**src/rtl/mic_capture.sv**
```systemverilog
// SPI reader for a PmodMIC3 (ADCS7476-style 12-bit ADC): periodic conversion
// framing, 16-bit shift-in, sample/valid/frame_err outputs and a held loud flag.
module mic_capture #(
  parameter int CLK_DIV       = 4,
  parameter int SAMPLE_PERIOD = 2500,
  parameter int THRESH        = 512,
  parameter int HOLD          = 3
) (
  input  logic        clk,
  input  logic        rst,
  input  logic        en,
  output logic        pmod_cs,
  output logic        pmod_sclk,
  input  logic        pmod_sdata,
  output logic [11:0] sample,
  output logic        sample_valid,
  output logic        frame_err,
  output logic        loud
);

  localparam int TW = $clog2(SAMPLE_PERIOD);
  localparam int DW = $clog2(CLK_DIV);
  localparam int HW = $clog2(HOLD + 1);

  localparam logic [1:0]    S_IDLE = 2'd0;
  localparam logic [1:0]    S_CONV = 2'd1;
  localparam logic [1:0]    S_DONE = 2'd2;
  localparam logic [TW-1:0] TMAX   = TW'(SAMPLE_PERIOD - 1);
  localparam logic [DW-1:0] DMAX   = DW'(CLK_DIV - 1);
  localparam logic [HW-1:0] HLOAD  = HW'(HOLD);
  localparam logic [11:0]   MID    = 12'h800;
  localparam logic [11:0]   THR    = 12'(THRESH);

  logic [1:0]    state_q, state_d;
  logic [TW-1:0] tmr_q, tmr_d;
  logic [DW-1:0] div_q, div_d;
  logic [4:0]    rise_q, rise_d;
  logic [15:0]   shift_q, shift_d;
  logic [1:0]    sync_q, sync_d;
  logic          cs_q, cs_d;
  logic          sclk_q, sclk_d;
  logic [11:0]   sample_q, sample_d;
  logic          valid_q, valid_d;
  logic          err_q, err_d;
  logic          eval_q, eval_d;
  logic          loud_q, loud_d;
  logic [HW-1:0] hold_q, hold_d;
  logic          tick;
  logic [11:0]   mag;

  assign tick = en && (tmr_q == TMAX);

  always_comb begin
    tmr_d = '0;
    if (en && !tick) tmr_d = tmr_q + 1'b1;
  end

  always_comb begin
    state_d  = state_q;
    div_d    = div_q;
    rise_d   = rise_q;
    shift_d  = shift_q;
    sync_d   = {sync_q[0], pmod_sdata};
    cs_d     = cs_q;
    sclk_d   = sclk_q;
    sample_d = sample_q;
    valid_d  = 1'b0;
    err_d    = 1'b0;
    case (state_q)
      S_IDLE: begin
        cs_d   = 1'b1;
        sclk_d = 1'b1;
        if (tick) begin
          state_d = S_CONV;
          cs_d    = 1'b0;
          div_d   = '0;
          rise_d  = '0;
        end
      end
      S_CONV: begin
        if (rise_q == 5'd16) begin
          // 16th rising edge already shifted in; close the frame and report.
          state_d  = S_DONE;
          cs_d     = 1'b1;
          sclk_d   = 1'b1;
          sample_d = shift_q[11:0];
          valid_d  = 1'b1;
          err_d    = |shift_q[15:12];
        end else begin
          div_d = (div_q == DMAX) ? '0 : div_q + 1'b1;
          if (div_q == DMAX) begin
            sclk_d = ~sclk_q;
            if (!sclk_q) begin
              shift_d = {shift_q[14:0], sync_q[1]};
              rise_d  = rise_q + 5'd1;
            end
          end
        end
      end
      S_DONE: begin
        state_d = S_IDLE;
        cs_d    = 1'b1;
        sclk_d  = 1'b1;
      end
      default: begin
        state_d = S_IDLE;
        cs_d    = 1'b1;
        sclk_d  = 1'b1;
      end
    endcase
  end

  // Offset-binary distance from mid-rail; saturates naturally at 0x800.
  always_comb begin
    mag = (sample_q >= MID) ? (sample_q - MID) : (MID - sample_q);
  end

  always_comb begin
    eval_d = valid_q;
    loud_d = loud_q;
    hold_d = hold_q;
    if (eval_q && en) begin
      if (mag >= THR) begin
        loud_d = 1'b1;
        hold_d = HLOAD;
      end else if (loud_q) begin
        hold_d = hold_q - 1'b1;
        if (hold_q == HW'(1)) loud_d = 1'b0;
      end
    end
  end

  always_ff @(posedge clk) begin
    if (rst) begin
      state_q  <= S_IDLE;
      tmr_q    <= '0;
      div_q    <= '0;
      rise_q   <= '0;
      shift_q  <= '0;
      sync_q   <= '0;
      cs_q     <= 1'b1;
      sclk_q   <= 1'b1;
      sample_q <= '0;
      valid_q  <= 1'b0;
      err_q    <= 1'b0;
      eval_q   <= 1'b0;
      loud_q   <= 1'b0;
      hold_q   <= '0;
    end else begin
      state_q  <= state_d;
      tmr_q    <= tmr_d;
      div_q    <= div_d;
      rise_q   <= rise_d;
      shift_q  <= shift_d;
      sync_q   <= sync_d;
      cs_q     <= cs_d;
      sclk_q   <= sclk_d;
      sample_q <= sample_d;
      valid_q  <= valid_d;
      err_q    <= err_d;
      eval_q   <= eval_d;
      loud_q   <= loud_d;
      hold_q   <= hold_d;
    end
  end

  assign pmod_cs      = cs_q;
  assign pmod_sclk    = sclk_q;
  assign sample       = sample_q;
  assign sample_valid = valid_q;
  assign frame_err    = err_q;
  assign loud         = loud_q;

endmodule

```
**config.mk**
```make
export PLATFORM = sky130hd
export DESIGN_NAME = mic_capture
export DESIGN_NICKNAME = d
export VERILOG_FILES = /design/src/rtl/mic_capture.sv
export SDC_FILE = /design/constraint.sdc
export NUM_CORES = 1
export LEC_CHECK = 0
export ABC_AREA = 1
export CORE_MARGIN = 10
export CORE_UTILIZATION = 45
export CTS_CLUSTER_SIZE = 25
export DETAILED_ROUTE_END_ITERATION = 10
export GPL_ROUTABILITY_DRIVEN = 0
export SLEW_MARGIN = 25
export SYNTH_ARGS = -nofsm -noshare
export SYNTH_HDL_FRONTEND = slang
export SYNTH_SLANG_ARGS = --single-unit
```
**constraint.sdc**
```tcl
create_clock -name clk -period 1.94 [get_ports clk]
set_clock_uncertainty 0.1 [all_clocks]
set_input_delay 0.388 -clock clk [delete_from_list [all_inputs] [get_ports clk]]
set_output_delay 0.388 -clock clk [all_outputs]
set_load 0.01 [all_outputs]
```
* Word level (Yosys, flattened, before mapping)
Cells that the tools add are included.
** Word-level totals
- Flip-flop bits (word level) :: 59
- Bits of input ports :: 4
- Output and inout port bits :: 17
- Logic and storage cells :: 76
** Operators by class
- Bitwise operators :: 4
- Reductions and logical operators :: 18
- Magnitude comparators :: 2
- Muxes and demuxes :: 22
- Add/subtract/negate cells :: 6
- Equal/unequal tests :: 10
** Operators by type and width (number)
- 5-bit 2-to-1 mux :: 4
- 2-bit 2-to-1 mux :: 7
- 12-bit by 1-bit adder with 12-bit output, second input constant :: 1
- 12-bit == test, second input constant :: 1
- 12-bit by 10-bit greater-or-equal comparator with 1-bit output, second input constant :: 1
- 12-bit greater-or-equal comparator, second input constant :: 1
- 12-bit 2-to-1 mux :: 1
- 12-bit subtractor, first input constant :: 1
- 12-bit subtractor, second input constant :: 1
- 2-bit != test, second input constant :: 5
- 5-bit case mux with 2 select lines :: 1
- 2-bit case mux with 2 select lines :: 2
- 1-bit 2-to-1 mux :: 6
- 2-bit AND reduction :: 3
- 3-bit OR reduction :: 2
- 5-bit by 1-bit adder with 5-bit output, second input constant :: 1
- 5-bit == test, second input constant :: 1
- 5-bit AND reduction :: 1
- 2-bit by 1-bit == test with 1-bit output, second input constant :: 2
- 1-bit NOT :: 4
- 4-bit AND reduction :: 1
- 2-bit nonzero test :: 2
- 2-bit OR reduction :: 2
- 4-bit OR reduction :: 1
- other kinds (8) :: 10

* Depth between registers and ports, before layout
- Depth after elaboration :: 6
- Gate-level depth with buffers :: 10

* Worst setup path before layout
Ideal clock, no wire load.
- Kind :: reg2reg
- Start point :: reg rise_q[0]
- End point :: reg sample_q[10], in the netlist sample[10]
- Setup time :: 120 ps
- Buffers on the path :: 1
- Arrival time :: 1163 ps
- Slack :: 557 ps
- Required time :: 1720 ps
- Cell stages (with the launch flop) :: 8
- Period minus slack after synthesis :: 1383 ps
- Path through :: dfxtp_1 -> inv_1 -> ha_1 -> nand3_2 -> clkinv_2 -> nand2_2 -> buf_2 -> a21oi_1
** On the way
- Word-level cells in the longest chain between the ends :: 2
** RTL lines
- from (decl) :: line 37 : logic [4:0] rise_q, rise_d;
- from (signal assigned) :: line 153 : rise_q <= rise_d;
- 5-bit == test :: line 81 : if (rise_q == 5'd16) begin
- 2-bit AND reduction (no source line)
- to (signal assigned) :: line 158 : sample_q <= sample_d;
- to (decl) :: line 42 : logic [11:0] sample_q, sample_d;
Every way passes these cells.
A chain may end at the register's enable or synchronous reset.

* Worst setup path after layout
- Start point :: reg sample_q[11], in the netlist sample[11]
- End point :: out sample[11]
** RTL lines
- to (decl) :: line 15 : output logic [11:0] sample,
No word-level cell between the ends.

==> results.txt <==
Final Max Slew Viols: 0
drt wl/cell: 11.4 um
Cell Pwr Density: 758 mW/mm^2
fin cells: 414
Max clock buf depth: 2
total clock sinks: 59
antenna fix cells: 0
die height: 93.8 um
NumNets Final: 349
Post-Place Cells: 399
post-synthesis sequential area ratio: 48.2%
worst skew pair latency: 330 ps
count of final setup violators: 0
hold_buf cts: 0
worst rel slew slack: 76.3%
crit path kind: register to output port
delay-heaviest family, CP: buffers and inverters
initial DRC count: 61
Remaining DRCs: 0
DRT Pass-1 Iters: 4
Synth Cell Area: 0.00245 mm^2
IO Port Bufs: 20
root buf cell: clkbuf_8
final wirelength: 4.73 mm
final hold vios: 0
CTS tree: done
first-pass GRT wire length: 8.27 mm
crit path from: sample[11]$_SDFFE_PP0P_
fmax: 570 MHz
CP peak stage delay: 560 ps
MaxCap Viol Count: 0
ranking of synthesized cells by area: dfxtp_1 48%, a21oi_1 8.8%, inv_1 6.7%
top cells by count, synth: 59 x dfxtp_1, 44 x inv_1, 43 x a21oi_1, 32 x nand2_1, 27 x nor2_1
CP Buf/Inv Count: 1
full die area: 0.00879 mm^2
Worst VDD drop: 0.423 mV
post-route ant nets: 0
Synth top area share: 48.2%
RSZ-0062 raised after global routing: no
vias per cell: 4.77
most numerous cell in the Yosys netlist: dfxtp_1
gr usage total: 11.7%
area delta synth->final: 18.3%
Yosys warnings: 0
largest fanout on the critical path: 4
setup_tns: 0 ps
I/O pins: 21
Leakage: 1.02 nW
dpl hpwl: 3.36 mm
worst hold path class: register to register
Worst EP arrival: 1270 ps
largest net degree at the start of global routing: 33
Initial Utilization: 47.0%
Netlist cell types: 30
Crit. End Element: output port
Die W: 93.8 um
main flop type after synthesis: dfxtp_1
Crit path required time: 1450 ps
# rows: 26
critical path cell sequence: clkdlybuf4s50_1
vias in the first global route: 1806
via count: 1974
Util after Layout: 55.7%
Pwr Total: 0.00220 W
Avg Cell Area, Syn: 7.80 um^2
# Post-CTS Setup Buffers: 0
total grt overflow: 0
clk slew on worst S/H paths: 60 ps
Reg2Reg Launch Point: rise_q[0]$_SDFFE_PP0P_
Hold Startpoint: sync_q[0]$_SDFF_PP0_
Final Critical Period: 1750 ps
period utilisation layout: 90.4%
critical path launch point type: register
outcome: finished, final reports clean
share of layout cells above drive strength 1: 11.9%
antenna violations before repair: 0
CTS resizes: 0
CTS H-tree depth: 3
core area: 0.00520 mm^2
cts bufs inserted: 9
Syn Inst Count: 314
Worst Max-Slew Pin Slew: 353 ps
EDFF count, synth: 0
CP max-delay cell: clkdlybuf4s50_1
Seq cells post-synth: 59
ys async rst share: 0%
Synth area leader: dfxtp_1
syn nets: 323
==> logic make-up (layout without fill, tap and decap cells) <==
family,Yosys count,count (layout),share of synthesized area [%]
adder cells (fa/ha/maj),5,5,2.55
AO/OA/AOI/OAI,70,70,14.4
AND/OR/NAND/NOR,113,113,22.3
XOR/XNOR,7,7,2.50
flip-flops,59,59,48.2
buffers and inverters,60,90,10.0
==> sequential cells by signal, indices dropped and copies added (netlist names) <==
register / flops
shift_q: 16
sample: 12
tmr_q: 12
rise_q: 5
div_q: 2
hold_q: 2
state_q: 2
sync_q: 2
eval_q: 1
frame_err: 1
loud: 1
pmod_cs: 1
pmod_sclk: 1
sample_valid: 1
==> metrics by stage <==
step                      hold WS [ps]  instance area [um^2]  worst slack, ps
after floorplan                    288                  2450              557
after global placement             289                  2740              105
after detailed placement           296                  2740             67.2
after CTS                          305                  2900              163
after global routing               322                  2900              117
final                              302                  2900              186
==> per-layer routing <==
metal	share of wire [%]	GRT usage, %	vias up
li1	-	-	1065
met1	51	15.3	870
met2	40	15.7	30
met3	6.0	4.40	9
met4	2.5	7.22	0
met5	0	0	-
==> cells in the final DEF (no fill, tap or decap) <==
master / instances
nor3_2: 1
o21ai_0: 25
inv_1: 44
nand2_4: 1
nor3_1: 4
nor3b_1: 3
or2_1: 1
a31oi_1: 1
clkdlybuf4s50_1: 20
nand3_2: 3
inv_2: 3
nand4_1: 3
clkinv_2: 4
nor2_1: 27
dfxtp_1: 59
ha_1: 5
buf_12: 1
nand3_1: 25
a21oi_1: 43
xnor2_1: 2
clkbuf_1: 2
buf_4: 6
xor2_1: 5
nor4_1: 1
clkbuf_8: 10
o21ai_1: 1
nand2_2: 5
nand2_1: 32
or2_2: 1
nor2_2: 6
==> final cells by class <==
class,instances,area (um^2)
clock inverter,3,15.0
timing repair buffer,27,265
multi-input combinational,195,1020
clock buffer,12,145
sequential,59,1180
inverter,48,181
fill,498,2310
tap,70,87.6
==> power breakdown <==
group          switching [W]  total (W)  leakage [nW]  internal [W]
combinational      0.0000305  0.0000495         0.456     0.0000189
sequential        0.00000229    0.00122         0.476       0.00122
clock               0.000445   0.000929        0.0860      0.000485
==> final timing paths <==
path              slack (ps)                 endpoint  cells past startpoint
setup / recovery         190               sample[11]                      1
hold / removal           300     sync_q[1]$_SDFF_PP0_                      2
setup reg to reg         320  shift_q[6]$_SDFFE_PP0P_                      7
hold reg to reg          300     sync_q[1]$_SDFF_PP0_                      2
(Power assumes the default switching activity.)
